## config.mk

```make
export PLATFORM = sky130hd
export DESIGN_NAME = io_uart_tx
export DESIGN_NICKNAME = d
export VERILOG_FILES = /design/src/rtl/io_uart_tx.sv
export SDC_FILE = /design/constraint.sdc
export NUM_CORES = 1
export LEC_CHECK = 0
export ABC_CLOCK_PERIOD_IN_PS = 3900
export CORE_UTILIZATION = 30
export CTS_BUF_LIST = sky130_fd_sc_hd__clkbuf_8 sky130_fd_sc_hd__clkbuf_16
export CTS_CLUSTER_SIZE = 28
export DETAILED_ROUTE_END_ITERATION = 16
export PLACE_DENSITY = 0.48
export SYNTH_ARGS = -nofsm -noshare
export SYNTH_HDL_FRONTEND = slang
export SYNTH_SLANG_ARGS = --single-unit
export TNS_END_PERCENT = 5
```

## constraint.sdc

```tcl
create_clock -name clk -period 3.9 [get_ports clk]
set_input_delay 0.585 -clock clk [delete_from_list [all_inputs] [get_ports clk]]
set_output_delay 0.585 -clock clk [all_outputs]
set_load 0.01 [all_outputs]
```

## src/rtl/io_uart_tx.sv

```systemverilog
// Memory-mapped 8N1 UART transmitter: bytes pushed to TXDATA queue in a FIFO and are shifted out LSB first.
// Write-to-start-bit latency 1 clock; a push into a full FIFO with no same-cycle pop is dropped and sets sticky overflow.
module io_uart_tx #(
    parameter int          FIFO_DEPTH = 8,
    parameter logic [15:0] DIV_RESET  = 16'd868
) (
    input  logic        clk,
    input  logic        reset,
    input  logic [7:0]  io_addr,
    input  logic        io_en,
    input  logic        io_we,
    input  logic [31:0] io_data_write,
    output logic [31:0] io_data_read,
    output logic        txd,
    output logic        tx_busy
);
    localparam int AW = $clog2(FIFO_DEPTH);

    typedef enum logic [1:0] {S_IDLE, S_START, S_DATA, S_STOP} state_t;

    logic [7:0]  mem_q [FIFO_DEPTH];
    logic [AW:0] wr_ptr_q, wr_ptr_d, rd_ptr_q, rd_ptr_d, count;
    logic        full, empty;
    logic        ovf_q, ovf_d;
    logic [15:0] div_q, div_d;
    state_t      state_q, state_d;
    logic [2:0]  bit_q, bit_d;
    logic [15:0] baud_q, baud_d;
    logic [7:0]  shift_q, shift_d;
    logic        txd_q, txd_d;
    logic        addr_ok, sel_txdata, sel_status, sel_div;
    logic        wr, rd, push_req, push, pop, baud_done;
    logic        unused_bits;

    assign count      = wr_ptr_q - rd_ptr_q;
    assign full       = (count == (AW+1)'(FIFO_DEPTH));
    assign empty      = (count == '0);
    assign addr_ok    = (io_addr[7:4] == 4'h0);
    assign sel_txdata = addr_ok && (io_addr[3:2] == 2'd0);
    assign sel_status = addr_ok && (io_addr[3:2] == 2'd1);
    assign sel_div    = addr_ok && (io_addr[3:2] == 2'd2);
    assign wr         = io_en & io_we;
    assign rd         = io_en & ~io_we;
    assign push_req   = wr & sel_txdata;
    assign push       = push_req & (~full | pop);
    assign baud_done  = (baud_q == 16'd0);
    assign tx_busy    = (state_q != S_IDLE);
    assign txd        = txd_q;
    assign unused_bits = ^{io_data_write[31:16], io_addr[1:0]};

    always_comb begin
        io_data_read = 32'h0;
        if (rd) begin
            if (sel_status)
                io_data_read = {16'h0, 8'(count), 4'h0, ovf_q, tx_busy, empty, full};
            else if (sel_div)
                io_data_read = {16'h0, div_q};
        end
    end

    always_comb begin
        wr_ptr_d = wr_ptr_q + {{AW{1'b0}}, push};
        rd_ptr_d = rd_ptr_q + {{AW{1'b0}}, pop};
        ovf_d    = ovf_q;
        // A dropped push in the same cycle as a W1C keeps the flag set.
        if (push_req && !push)
            ovf_d = 1'b1;
        else if (wr && sel_status && io_data_write[3])
            ovf_d = 1'b0;
        div_d = div_q;
        if (wr && sel_div)
            div_d = (io_data_write[15:0] == 16'd0) ? 16'd1 : io_data_write[15:0];
    end

    always_comb begin
        state_d = state_q;
        bit_d   = bit_q;
        baud_d  = baud_q;
        shift_d = shift_q;
        pop     = 1'b0;
        case (state_q)
            S_IDLE: begin
                if (!empty) begin
                    pop     = 1'b1;
                    shift_d = mem_q[rd_ptr_q[AW-1:0]];
                    baud_d  = div_q - 16'd1;
                    bit_d   = 3'd0;
                    state_d = S_START;
                end
            end
            S_START: begin
                if (baud_done) begin
                    baud_d  = div_q - 16'd1;
                    state_d = S_DATA;
                end else begin
                    baud_d = baud_q - 16'd1;
                end
            end
            S_DATA: begin
                if (baud_done) begin
                    baud_d  = div_q - 16'd1;
                    shift_d = shift_q >> 1;
                    if (bit_q == 3'd7)
                        state_d = S_STOP;
                    else
                        bit_d = bit_q + 3'd1;
                end else begin
                    baud_d = baud_q - 16'd1;
                end
            end
            default: begin
                if (!baud_done) begin
                    baud_d = baud_q - 16'd1;
                end else if (!empty) begin
                    pop     = 1'b1;
                    shift_d = mem_q[rd_ptr_q[AW-1:0]];
                    baud_d  = div_q - 16'd1;
                    bit_d   = 3'd0;
                    state_d = S_START;
                end else begin
                    state_d = S_IDLE;
                end
            end
        endcase
        // txd is a register, so it is computed from where the FSM is heading.
        case (state_d)
            S_START: txd_d = 1'b0;
            S_DATA:  txd_d = shift_d[0];
            default: txd_d = 1'b1;
        endcase
    end

    always_ff @(posedge clk) begin
        if (push)
            mem_q[wr_ptr_q[AW-1:0]] <= io_data_write[7:0];
    end

    always_ff @(posedge clk or posedge reset) begin
        if (reset) begin
            wr_ptr_q <= '0;
            rd_ptr_q <= '0;
            ovf_q    <= 1'b0;
            div_q    <= DIV_RESET;
            state_q  <= S_IDLE;
            bit_q    <= 3'd0;
            baud_q   <= 16'd0;
            shift_q  <= 8'h0;
            txd_q    <= 1'b1;
        end else begin
            wr_ptr_q <= wr_ptr_d;
            rd_ptr_q <= rd_ptr_d;
            ovf_q    <= ovf_d;
            div_q    <= div_d;
            state_q  <= state_d;
            bit_q    <= bit_d;
            baud_q   <= baud_d;
            shift_q  <= shift_d;
            txd_q    <= txd_d;
        end
    end
endmodule

```

## Word-level counts from Yosys, hierarchy flattened

Memories as Yosys holds them, arrays and structs flattened.
Cells that the tools add are included.

| cells by class | value |
|---|---|
| reductions and logical operators | 20 |
| eq/ne operators | 10 |
| add/subtract/negate cells | 6 |
| bitwise gates (word level) | 8 |
| mux-type cells | 32 |

Operator list:

| kind | number |
|---|---|
| $mux 16 | 6 |
| $logic_not 16->1 | 2 |
| $mux 32 | 1 |
| $pmux 16 s2 | 1 |
| $sub 16x1->16 const B | 2 |
| $mux 8 | 3 |
| $pmux 8 s3 | 1 |
| $mux 3 | 4 |
| $mux 2 | 5 |
| $pmux 3 s3 | 1 |
| $add 4x1->4 | 2 |
| $logic_not 4->1 | 2 |
| $logic_and 1x1->1 | 7 |
| $mux 1 | 7 |
| $eq 2x1->1 const B | 3 |
| $eq 2x2->1 const B | 3 |
| $pmux 2 s3 | 1 |
| $reduce_bool 2->1 | 3 |
| $and 1x1->1 | 4 |
| $eq 4x4->1 const B | 1 |
| $logic_not 2->1 | 2 |
| $ne 2x2->1 const B | 2 |
| $pmux 1 s2 | 2 |
| $reduce_and 4->1 | 1 |
| other kinds (8) | 10 |

| word-level totals | value |
|---|---|
| word-level logic and storage cells | 87 |
| register bits | 55 |
| memories | 1 |
| bits in writable memories | 64 |
| bits of input ports | 44 |

Memory list:

| memory | words | bits a word | read ports | clocked after Yosys merged registers in | wr ports | line | source |
|---|---|---|---|---|---|---|---|
| mem_q | 8 | 8 | 1 | 0 | 1 | 21 | `logic [7:0] mem_q [FIFO_DEPTH];` |

## Longest topological paths before layout

Gate-level depths: netlist (run 1).

| logic depth | value |
|---|---|
| depth in word-level cells | 10 |
| gate-level depth with buffers | 12 |

## Worst setup path before layout (run 1)

Ideal clock, no wire load.

| timing | value |
|---|---|
| kind | flip-flop to flip-flop |
| from | reg rd_ptr_q[1] |
| to | mem mem_q[1][0], enable pin |
| data required time | 3.517 ns |
| setup slack | 0.513 ns |
| stages on the path, launching flop included | 11 |
| arrival time | 3.004 ns |
| clock period less this slack | 3.387 ns |
| buffers on the path | 2 |
| cells stage by stage | dfrtp_1 clkbuf_1 buf_1 inv_1 ha_1 nand3b_1 and3_1 or2_2 a311oi_2 nand2_1 nor3_1 |

| on the way | value |
|---|---|
| longest elaborated chain between the ends | 9 |
| elaborated cells between the ends (all ways) | 11 |
| classes of those cells | 1 x add/sub; 1 x eq/ne; 5 x mux; 3 x bitwise; 1 x reduce/logical |

RTL lines:

| item | line | source |
|---|---|---|
| from (decl) | 22 | `logic [AW:0] wr_ptr_q, wr_ptr_d, rd_ptr_q, rd_ptr_d, count;` |
| from (signal assigned) | 151 | `rd_ptr_q <= rd_ptr_d;` |
| $sub 4x4->4 (*) | 35 | `assign count = wr_ptr_q - rd_ptr_q;` |
| $logic_not 4->1 | 37 | `assign empty = (count == '0);` |
| $mux 1 | 83, 114 |  |
| $mux 1 | 112 | `if (!baud_done) begin` |
| $pmux 1 s2 | 81 | `case (state_q)` |
| $or 1x1->1 (*) | 45 | `assign push = push_req & (~full \| pop);` |
| $and 1x1->1 (*) | 45 |  |
| $mux 1 (*) | 134 | `if (push)` |
| $mux 1 (implied by the code) (*) | 135 | `mem_q[wr_ptr_q[AW-1:0]] <= io_data_write[7:0];` |
| to (decl) | 21 |  |

Every way passes the cells marked *; elsewhere a longest branch is shown, timed or not.

## Worst setup path after layout (run 1)

| timing | value |
|---|---|
| from | reg wr_ptr_q[0] |
| to | out io_data_read[1] |

| on the way | value |
|---|---|
| longest elaborated chain between the ends | 4 |

RTL lines:

| item | line | source |
|---|---|---|
| from (decl) | 22 |  |
| from (signal assigned) | 150 | `wr_ptr_q <= wr_ptr_d;` |
| $sub 4x4->4 | 35 |  |
| $logic_not 4->1 | 37 |  |
| $mux 16 | 54 | `if (sel_status)` |
| $mux 32 | 53 | `if (rd) begin` |
| to (decl) | 13 | `output logic [31:0] io_data_read,` |

No other way between the ends.

==> metrics.csv, run 1 <==
stage,metric,value,unit
outcome,status,completed,
clock_tree,"Clk pin slew, worst setup/hold paths",0.06,ns
clock_tree,H-tree depth,4,
floorplan,I/O pin count,78,
place,post-DP HPWL,11300,um
setup_path,Crit. path cell count,10,
floorplan,# rows,52,
route,DRC,0,
yosys,"EDFF count, synth",64,
setup_path,worst reg-to-reg setup slack,0.73,ns
sta,worst clock skew,0.00901,ns
final_layout,Fill cells,2011,
final_layout,area of the multi-input gates,0.00270,mm^2
setup_path,Crit Path Class,reg -> out,
sta,Least-Margin Pin Slew,0.681,ns
global_routing,grt ovf,0,
sta,fmax,270,MHz
route,initial DRC count,289,
yosys,fraction of registers with async set/reset,46.2,%
clock_tree,CTS tree,yes,
sta,min Tclk post-route,3.70,ns
route,DR vias,4438,
sta,Min Hold Slack,0.469,ns
setup_path,CP dominant cell by count,inv_1,
route,Wirelength per Cell,18.2,um
yosys,Syn Area/Cell,12.0,um^2
route,Pre-antenna DRT Iters,6,
sta,RSZ-0062 raised after global routing,false,
yosys,ranking of synthesized cells by area,"edfxtp_1, dfrtp_1, mux4_2",
clock_tree,Root Driver,clkbuf_16,
place,port bufs,43,
final_layout,design area,0.00756,mm^2
sta,Relative slew margins,54.6,%
yosys,Unique masters post-synth,75,
setup_path,reg2reg path depth,9,
run,# Max-Cap Violations,0,
final_layout,most frequent cells in the layout,"edfxtp_1, nand2_1, dfrtp_1, nor2_1, clkdlybuf4s50_1",
final_layout,area delta synth->final,21.2,%
floorplan,die area,0.0214,mm^2
setup_path,slowest cell on the critical path,clkdlybuf4s50_1,
route,ANT nets after route,0,
setup_path,Worst Setup End Kind,output port,
final_layout,Seq. cell area,0.00331,mm^2
final_layout,share of cells above drive strength 1,18.7,%
setup_path,Critical Path Start,wr_ptr_q[0],
global_routing,first-pass GRT wire length,25100,um
clock_tree,Worst-Skew Late Latency,0.42,ns
sta,fin crit share,94.9,%
sta,Fin Setup TNS,0,ns
floorplan,Core ar.,0.0203,mm^2
clock_tree,Max Buffers Root-to-Sink,2,
sta,pins over their slew limit,0,
route,Post-Route WL,15700,um
setup_path,crit-path cells,inv_1 > ha_1 > inv_1 > fa_1 > xor2_1 > or3_1 > nor3_4 > a22oi_1 > nor2_1 > clkdlybuf4s50_1,
yosys,Mapped Cells,519,
place,Final GP Congestion,0.789,
setup_path,"CP delay by family, top",simple AND/OR/NAND/NOR gates,
final_layout,"commonest non-fill, non-tap cell in the layout",edfxtp_1,
yosys,Synth area leader,edfxtp_1,
setup_path,Crit Path Max Fanout,3,
setup_path,Reg-to-Reg Start,rd_ptr_q[2],
clock_tree,number of buffers created by CTS,17,
setup_path,Worst Setup EP,io_data_read[1],
yosys,Synth Flop Type,edfxtp_1,
place,post-place instance area,0.00697,mm^2
global_routing,number of global-route vias before repair,4430,
setup_path,Critical Path Max Stage Delay,0.56,ns
power,Pleak,2.85,nW
setup_path,Critical Path RT,3.31,ns
sta,Final Hold Viols,0,
power,maximum vdd drop,346,uV
power,Pwr Density,604,mW/mm^2
clock_tree,CTS Sinks,119,
clock_tree,CTS hold repair buffers,0,
setup_path,Buf/Inv on CP,3,
yosys,Netlist Area Pre-Place,0.00624,mm^2
setup_path,crit start category,flip-flop,
sta,Setup Viol. Count Final,0,
min_path,Min-Delay Path Class,in -> async,
yosys,top cell type's share of synthesized area,30.8,%
yosys,synth warn,0,
setup_path,"Arr. time, crit path",3.12,ns
global_routing,antenna violations before repair,0,
final_layout,Antenna diodes,0,
yosys,#FFs+latches synth,119,
floorplan,Die Height,146,um
yosys,register area share after synthesis,53.0,%
floorplan,initial core utilization,30.7,%
floorplan,Die Wd,146,um
global_routing,Total GRT Usage,15.5,%
final_layout,Post-layout nets,641,
global_routing,largest net degree at the start of global routing,42,
setup_path,worst r2r dst,mem_q[0][1],
route,vias per cell,5.14,
==> cell families (layout without fill, tap and decap cells) <==
kind of cell / after synthesis / count (layout) / synth area share, %
AOI/OAI and AO/OA: 108 / 108 / 13.0
xor gates and xnor gates: 19 / 19 / 2.67
adders and majority gates: 17 / 17 / 3.53
buffers and inverters: 51 / 110 / 4.73
DFF: 119 / 119 / 53.0
muxes: 31 / 31 / 8.47
other: 1 / 16 / 0.0601
and+or+nand+nor: 173 / 173 / 14.5
==> layer usage <==
metal / part of all wire (%) / GRT usage [%]
met1: 47 / 20.9
met2: 48 / 24.5
met3: 4.3 / 3.28
met4: 1.1 / 5.52
met5: 0 / 0
==> where the power goes <==
part           switching [mW]  internal, mW
clock network           0.641         0.904
registers               0.156          1.47
logic                   0.805         0.594
==> registers in the layout, indices dropped and copies added (netlist names), 2 cells and up <==
name and cells:
mem_q 64, baud_q 16, div_q 16, shift_q 8, rd_ptr_q 4, wr_ptr_q 4
bit_q 3, state_q 2
==> worst register-to-register path, stage by stage, from the launching register on <==
cell and delay, ns:
dfrtp_2 0.52, clkinv_1 0.14, ha_1 0.34, a21oi_1 0.22, a21oi_1 0.18, or2_2 0.40, a311oi_2 0.35, nand2_1 0.19
nor3_2 0.31, buf_4 0.22
==> through the flow <==
stage | total power [mW] | cells | utilization, % | setup WS (ns)
CTS | 4.60 | 863 | 37.2 | 0.0701
finish | 4.57 | 863 | 37.2 | 0.200
global placement | 3.02 | 831 | 34.3 | 0.268
global route | 4.84 | 863 | 37.2 | 0.0488
floorplan | 2.67 | 534 | - | 0.513
detailed placement | 3.04 | 831 | 34.3 | 0.290
==> synthesized netlist by cell type, drive strengths merged (7+ instances only) <==
cell type / count
a21oi: 15
a22o: 17
a22oi: 7
and2: 9
buf: 26
clkbuf: 9
dfrtp: 49
edfxtp: 64
ha: 16
inv: 15
mux2: 14
mux4: 16
nand2: 52
nor2: 46
nor3: 14
nor4: 10
o21ai: 22
o221ai: 11
xnor2: 11
xor2: 8
==> area by class of cell <==
cell class,instances,share of cell area (%)
inverters,16,0.794
clock inverters,15,2.10
repair buffers,62,7.58
multi-input cells,364,35.7
clock buffers,17,5.63
well taps,270,4.47
flip-flops and latches,119,43.7
==> worst min-delay path by stage <==
stage	from	cells after the start	endpoint
after global placement	shift_q[7]	1	shift_q[7]
after CTS	reset	2	bit_q[1]
final	reset	2	baud_q[9]
after floorplan	rd_ptr_q[3]	1	rd_ptr_q[3]
after detailed placement	rd_ptr_q[3]	1	rd_ptr_q[3]
after global routing	reset	2	bit_q[2]
==> repair_timing <==
item	in CTS	in global routing
resized for setup	1	1
setup endpoints to repair	1	1
buffers inserted	0	0
pin swaps	0	1
Power figures use the tool's default switching activity.
==> run 2, diff against run 1 <==
CORE_MARGIN = 2   (was not set)
==> run 2 against run 1 <==
Against the previous run:
- total power shrank 0.41%
- sequential cell count unchanged
- fmax grew 0.11%
- via count is the same
- clock-buffer cell count unchanged
- wire length increased by 0.23%
- critical endpoint unchanged
==> metrics.csv, run 2 (synthesized netlist as in run 1, its figures left out) <==
stage,metric,value,unit
setup_path,slowest cell on the critical path,clkdlybuf4s50_1,
global_routing,grt ovf,0,
global_routing,Total GRT Usage,15.2,%
clock_tree,Worst-Skew Late Latency,0.42,ns
setup_path,crit start category,flip-flop,
final_layout,non-filler instance count after layout,865,
final_layout,most frequent cells in the layout,"edfxtp_1, nand2_1, dfrtp_1, nor2_1, clkdlybuf4s50_1",
final_layout,Post-layout nets,643,
clock_tree,Root Driver,clkbuf_16,
clock_tree,Max Buffers Root-to-Sink,2,
power,Pleak,2.86,nW
place,Placed Cells,833,
clock_tree,CTS Sinks,119,
route,DRC,0,
sta,worst clock skew,0.0101,ns
global_routing,largest net degree at the start of global routing,43,
sta,RSZ-0062 raised after global routing,false,
route,Wirelength per Cell,18.2,um
floorplan,Core ar.,0.0203,mm^2
route,uppermost layer routed,met4,
outcome,status,completed,
power,maximum vdd drop,351,uV
global_routing,antenna violations before repair,0,
setup_path,Critical Path RT,3.31,ns
route,WL met1,7390,um
sta,min Tclk post-route,3.70,ns
sta,fin worst setup slack,0.204,ns
setup_path,"Arr. time, crit path",3.11,ns
sta,Fin Setup TNS,0,ns
sta,pins over their slew limit,0,
sta,Relative slew margins,34.4,%
final_layout,number of flip-flops in the largest register,64,
power,Tot Pwr,4.55,mW
global_routing,number of global-route vias before repair,4388,
sta,Setup Viol. Count Final,0,
final_layout,share of cells above drive strength 1,18.8,%
sta,fin crit share,94.8,%
clock_tree,"Clk pin slew, worst setup/hold paths",0.06,ns
route,routed wl met3,680,um
floorplan,Die Wd,148,um
final_layout,"commonest non-fill, non-tap cell in the layout",edfxtp_1,
power,Pwr Density,602,mW/mm^2
sta,Final Hold Viols,0,
setup_path,Buf/Inv on CP,3,
place,Setup WS pre-CTS,0.343,ns
route,DR vias,4438,
route,initial DRC count,334,
sta,Least-Margin Pin Slew,0.982,ns
setup_path,Critical Path Max Stage Delay,0.55,ns
floorplan,I/O pin count,78,
clock_tree,number of buffers created by CTS,17,
final_layout,area delta synth->final,21.1,%
place,Final GP Congestion,0.849,
floorplan,# rows,52,
place,port bufs,43,
route,Pre-antenna DRT Iters,5,
clock_tree,CTS tree,yes,
final_layout,Seq. cell area,0.00331,mm^2
route,Post-Route WL,15700,um
run,# Max-Cap Violations,0,
setup_path,Worst Setup End Kind,output port,
final_layout,area of the multi-input gates,0.00269,mm^2
global_routing,first-pass GRT wire length,25300,um
final_layout,Fill cells,1971,
setup_path,crit-path cells,inv_1 > ha_1 > inv_1 > fa_1 > or3_1 > nor3_2 > a22oi_1 > nor2_1 > clkdlybuf4s50_1,
floorplan,die area,0.0220,mm^2
sta,fmax,271,MHz
route,vias per cell,5.13,
setup_path,Crit Path Max Fanout,3,
setup_path,CP dominant cell by count,inv_1,
route,met2 WL,7400,um
setup_path,Crit Path Class,reg -> out,
floorplan,initial core utilization,30.7,%
floorplan,Die Height,148,um
min_path,Min-Delay Path Class,reg -> reg,
setup_path,"CP delay by family, top",simple AND/OR/NAND/NOR gates,
place,post-DP HPWL,11100,um
clock_tree,postcts setup bufs,0,
route,ANT nets after route,0,
final_layout,Antenna diodes,0,
clock_tree,H-tree depth,4,
final_layout,final core occ,37.2,%
==> run 2: area by class of cell <==
cell class / instances / area share [%]
repair buffers: 64 / 7.79
clock buffers: 17 / 5.63
multi-input cells: 364 / 35.6
flip-flops and latches: 119 / 43.8
clock inverters: 15 / 1.90
well taps: 270 / 4.47
inverters: 16 / 0.795
==> run 2: power by group <==
group	internal (mW)	switching, mW
Sequential	1.47	0.165
Clock	0.891	0.627
Combinational	0.602	0.796
Total	2.96	1.59
==> run 2: worst paths after layout <==
kind | from | endpoint | slack [ns] | depth (start not counted)
max in group asynchronous | reset | rd_ptr_q[2] | 2.50 | 3
min in group asynchronous | reset | shift_q[0] | 0.73 | 2
max | wr_ptr_q[0] | io_data_read[1] | 0.20 | 9
min | shift_q[7] | shift_q[7] | 0.49 | 1
min reg2reg | shift_q[7] | shift_q[7] | 0.49 | 1
max reg2reg | baud_q[8] | mem_q[1][1] | 0.84 | 7
==> run 2: through the flow <==
stage / hold WS, ns / cell area [um^2]
after floorplan: 0.466 / 6290
after global placement: 0.475 / 6980
after detailed placement: 0.485 / 6980
after CTS: 0.498 / 7550
after global routing: 0.516 / 7550
final: 0.492 / 7550
==> run 2: per-layer routing <==
metal	track usage, %	vias up
met5	0	-
met4	5.90	0
met3	3.37	18
met2	23.7	132
met1	20.6	2227
li1	-	2061
==> run 2: timing repair <==
action	CTS	global route
endpoints found under the hold margin	0	0
endpoints found under the setup margin	0	1
resized for setup	0	1
hold buffers	0	0
==> run 3, diff against run 2 <==
CELL_PAD_IN_SITES_DETAIL_PLACEMENT = 0   (was not set)
CELL_PAD_IN_SITES_GLOBAL_PLACEMENT = 1   (was not set)
PLACE_DENSITY = 0.57   (was 0.48)
==> run 3 against run 2 <==
Against the previous run:
- combinational power hardly changed
- die area stayed put
- clock skew is 0.0012 ns higher
- worst setup slack worse by 0.014 ns
- clock power is 5% higher
- sequential cell count stayed put
- cell count is 0.35% lower
- via count is 1.5% lower
- total power is 1.3% higher
- fmax is 0.37% lower
- critical path type unchanged
- highest routed layer unchanged
==> metrics.csv, run 3 (synthesized netlist as in run 1, its figures left out) <==
stage,metric,value,unit
clock_tree,CTS hold repair buffers,0,
power,NetSw,1.63,mW
final_layout,non-filler instance count after layout,862,
power,Pleak,2.86,nW
sta,RSZ-0062 raised after global routing,false,
run,# Max-Cap Violations,0,
route,Pre-antenna DRT Iters,5,
global_routing,Total GRT Usage,14.8,%
setup_path,Critical Path RT,3.31,ns
sta,worst clock skew,0.0113,ns
final_layout,Post-layout nets,640,
sta,Setup Viol. Count Final,0,
setup_path,crit-path cells,inv_1 > ha_1 > inv_1 > fa_1 > or3_1 > nor3_2 > a22oi_1 > nor2_1 > clkdlybuf4s50_1,
final_layout,final core occ,37.3,%
sta,Least-Margin Pin Slew,0.963,ns
setup_path,Crit Path Max Fanout,3,
place,Placed Cells,830,
clock_tree,Max Buffers Root-to-Sink,2,
clock_tree,number of buffers created by CTS,17,
clock_tree,Root Driver,clkbuf_16,
floorplan,initial core utilization,30.7,%
clock_tree,CTS Sinks,119,
route,ANT nets after route,0,
power,maximum vdd drop,370,uV
setup_path,worst reg-to-reg setup slack,0.75,ns
global_routing,antenna violations before repair,0,
final_layout,"commonest non-fill, non-tap cell in the layout",edfxtp_1,
final_layout,area of the multi-input gates,0.00269,mm^2
sta,fmax,270,MHz
clock_tree,"Clk pin slew, worst setup/hold paths",0.06,ns
power,Switching Share,35.4,%
setup_path,"Arr. time, crit path",3.12,ns
final_layout,design area,0.00757,mm^2
final_layout,share of cells above drive strength 1,18.6,%
floorplan,Die Height,148,um
power,Reg power frac,35.3,%
setup_path,Crit Path Class,reg -> out,
place,port bufs,43,
place,Final GP Congestion,0.819,
final_layout,Antenna diodes,0,
setup_path,Worst Setup End Kind,output port,
power,Pwr Density,608,mW/mm^2
power,Clk pwr share,34.7,%
final_layout,most frequent cells in the layout,"edfxtp_1, nand2_1, dfrtp_1, nor2_1, clkdlybuf4s50_1",
power,Int Pwr,2.98,mW
setup_path,CP dominant cell by count,inv_1,
outcome,status,completed,
min_path,Min-Delay Path Class,reg -> reg,
setup_path,slowest cell on the critical path,clkdlybuf4s50_1,
route,DRC,0,
place,post-DP HPWL,11200,um
global_routing,number of global-route vias before repair,4395,
floorplan,# rows,52,
clock_tree,CTS tree,yes,
floorplan,Die Wd,148,um
route,DR vias,4370,
floorplan,die area,0.0220,mm^2
route,vias per cell,5.07,
global_routing,first-pass GRT wire length,24600,um
sta,min Tclk post-route,3.71,ns
global_routing,largest net degree at the start of global routing,44,
route,Post-Route WL,15500,um
global_routing,grt ovf,0,
final_layout,Fill cells,2004,
sta,Relative slew margins,35.7,%
clock_tree,H-tree depth,4,
power,Comb power frac,30.0,%
final_layout,number of flip-flops in the largest register,64,
floorplan,I/O pin count,78,
setup_path,crit start category,flip-flop,
setup_path,Critical Path Max Stage Delay,0.57,ns
route,initial DRC count,292,
sta,Final Hold Viols,0,
place,post-place instance area,0.00696,mm^2
sta,Fin Setup TNS,0,ns
final_layout,Seq. cell area,0.00331,mm^2
route,Wirelength per Cell,18.0,um
floorplan,Core ar.,0.0203,mm^2
clock_tree,Worst-Skew Late Latency,0.42,ns
sta,fin crit share,95.1,%
final_layout,area delta synth->final,21.4,%
sta,pins over their slew limit,0,
-- run 3: worst paths after layout --
check	end	start	cells after the start
max	io_data_read[1]	wr_ptr_q[0]	9
min	wr_ptr_q[3]	wr_ptr_q[3]	1
max reg2reg	baud_q[14]	wr_ptr_q[0]	10
min reg2reg	wr_ptr_q[3]	wr_ptr_q[3]	1
max in group asynchronous	div_q[8]	reset	3
min in group asynchronous	shift_q[4]	reset	2
-- run 3: final cells by class --
type                            count  share of cell area (%)
Clock inverter                     15                    2.45
Sequential cell                   119                    43.7
Clock buffer                       17                    5.62
Tap cell                          270                    4.46
Inverter                           16                   0.793
Timing Repair Buffer               61                    7.47
Multi-Input combinational cell    364                    35.5
-- run 3: routing by layer --
metal | routed length, um | GRT usage [%] | share of wire (%) | vias to the layer above
li1 | - | - | - | 2061
met1 | 7410 | 20.0 | 48 | 2192
met2 | 7320 | 23.4 | 47 | 104
met3 | 573 | 3.16 | 3.7 | 13
met4 | 231 | 5.43 | 1.5 | 0
met5 | 0 | 0 | 0 | -
-- run 3: repair_timing --
item | 4_1_cts | 5_1_grt
endpoints found under the hold margin | 0 | 0
gates resized for setup | 0 | 1
endpoints found under the setup margin | 0 | 1
setup buffers | 0 | 0
-- run 3: worst max-delay path: cells and delay by family, from the launching register on --
kind | cells | cell delay [ns]
AND/OR/NAND/NOR | 3 | 0.85
flip-flops | 1 | 0.40
AO/OA/AOI/OAI | 1 | 0.09
buffers and inverters | 3 | 0.70
adder cells (fa/ha/maj) | 2 | 0.66
-- run 3: through the flow --
step | hold WS, ns | power, mW | worst slack, ns
final | 0.488 | 4.61 | 0.190
after global routing | 0.525 | 4.88 | 0.0405
after CTS | 0.494 | 4.65 | 0.103
after detailed placement | 0.484 | 3.04 | 0.315
after global placement | 0.474 | 3.02 | 0.314
after floorplan | 0.466 | 2.67 | 0.513
-- run 3: power by group through the flow --
stage / clock, mW / combinational (mW) / sequential (mW)
floorplan: 0 / 1.07 / 1.60
detailed placement: 0 / 1.39 / 1.65
global placement: 0 / 1.37 / 1.64
global route: 1.69 / 1.54 / 1.65
finish: 1.60 / 1.38 / 1.62
CTS: 1.63 / 1.40 / 1.62
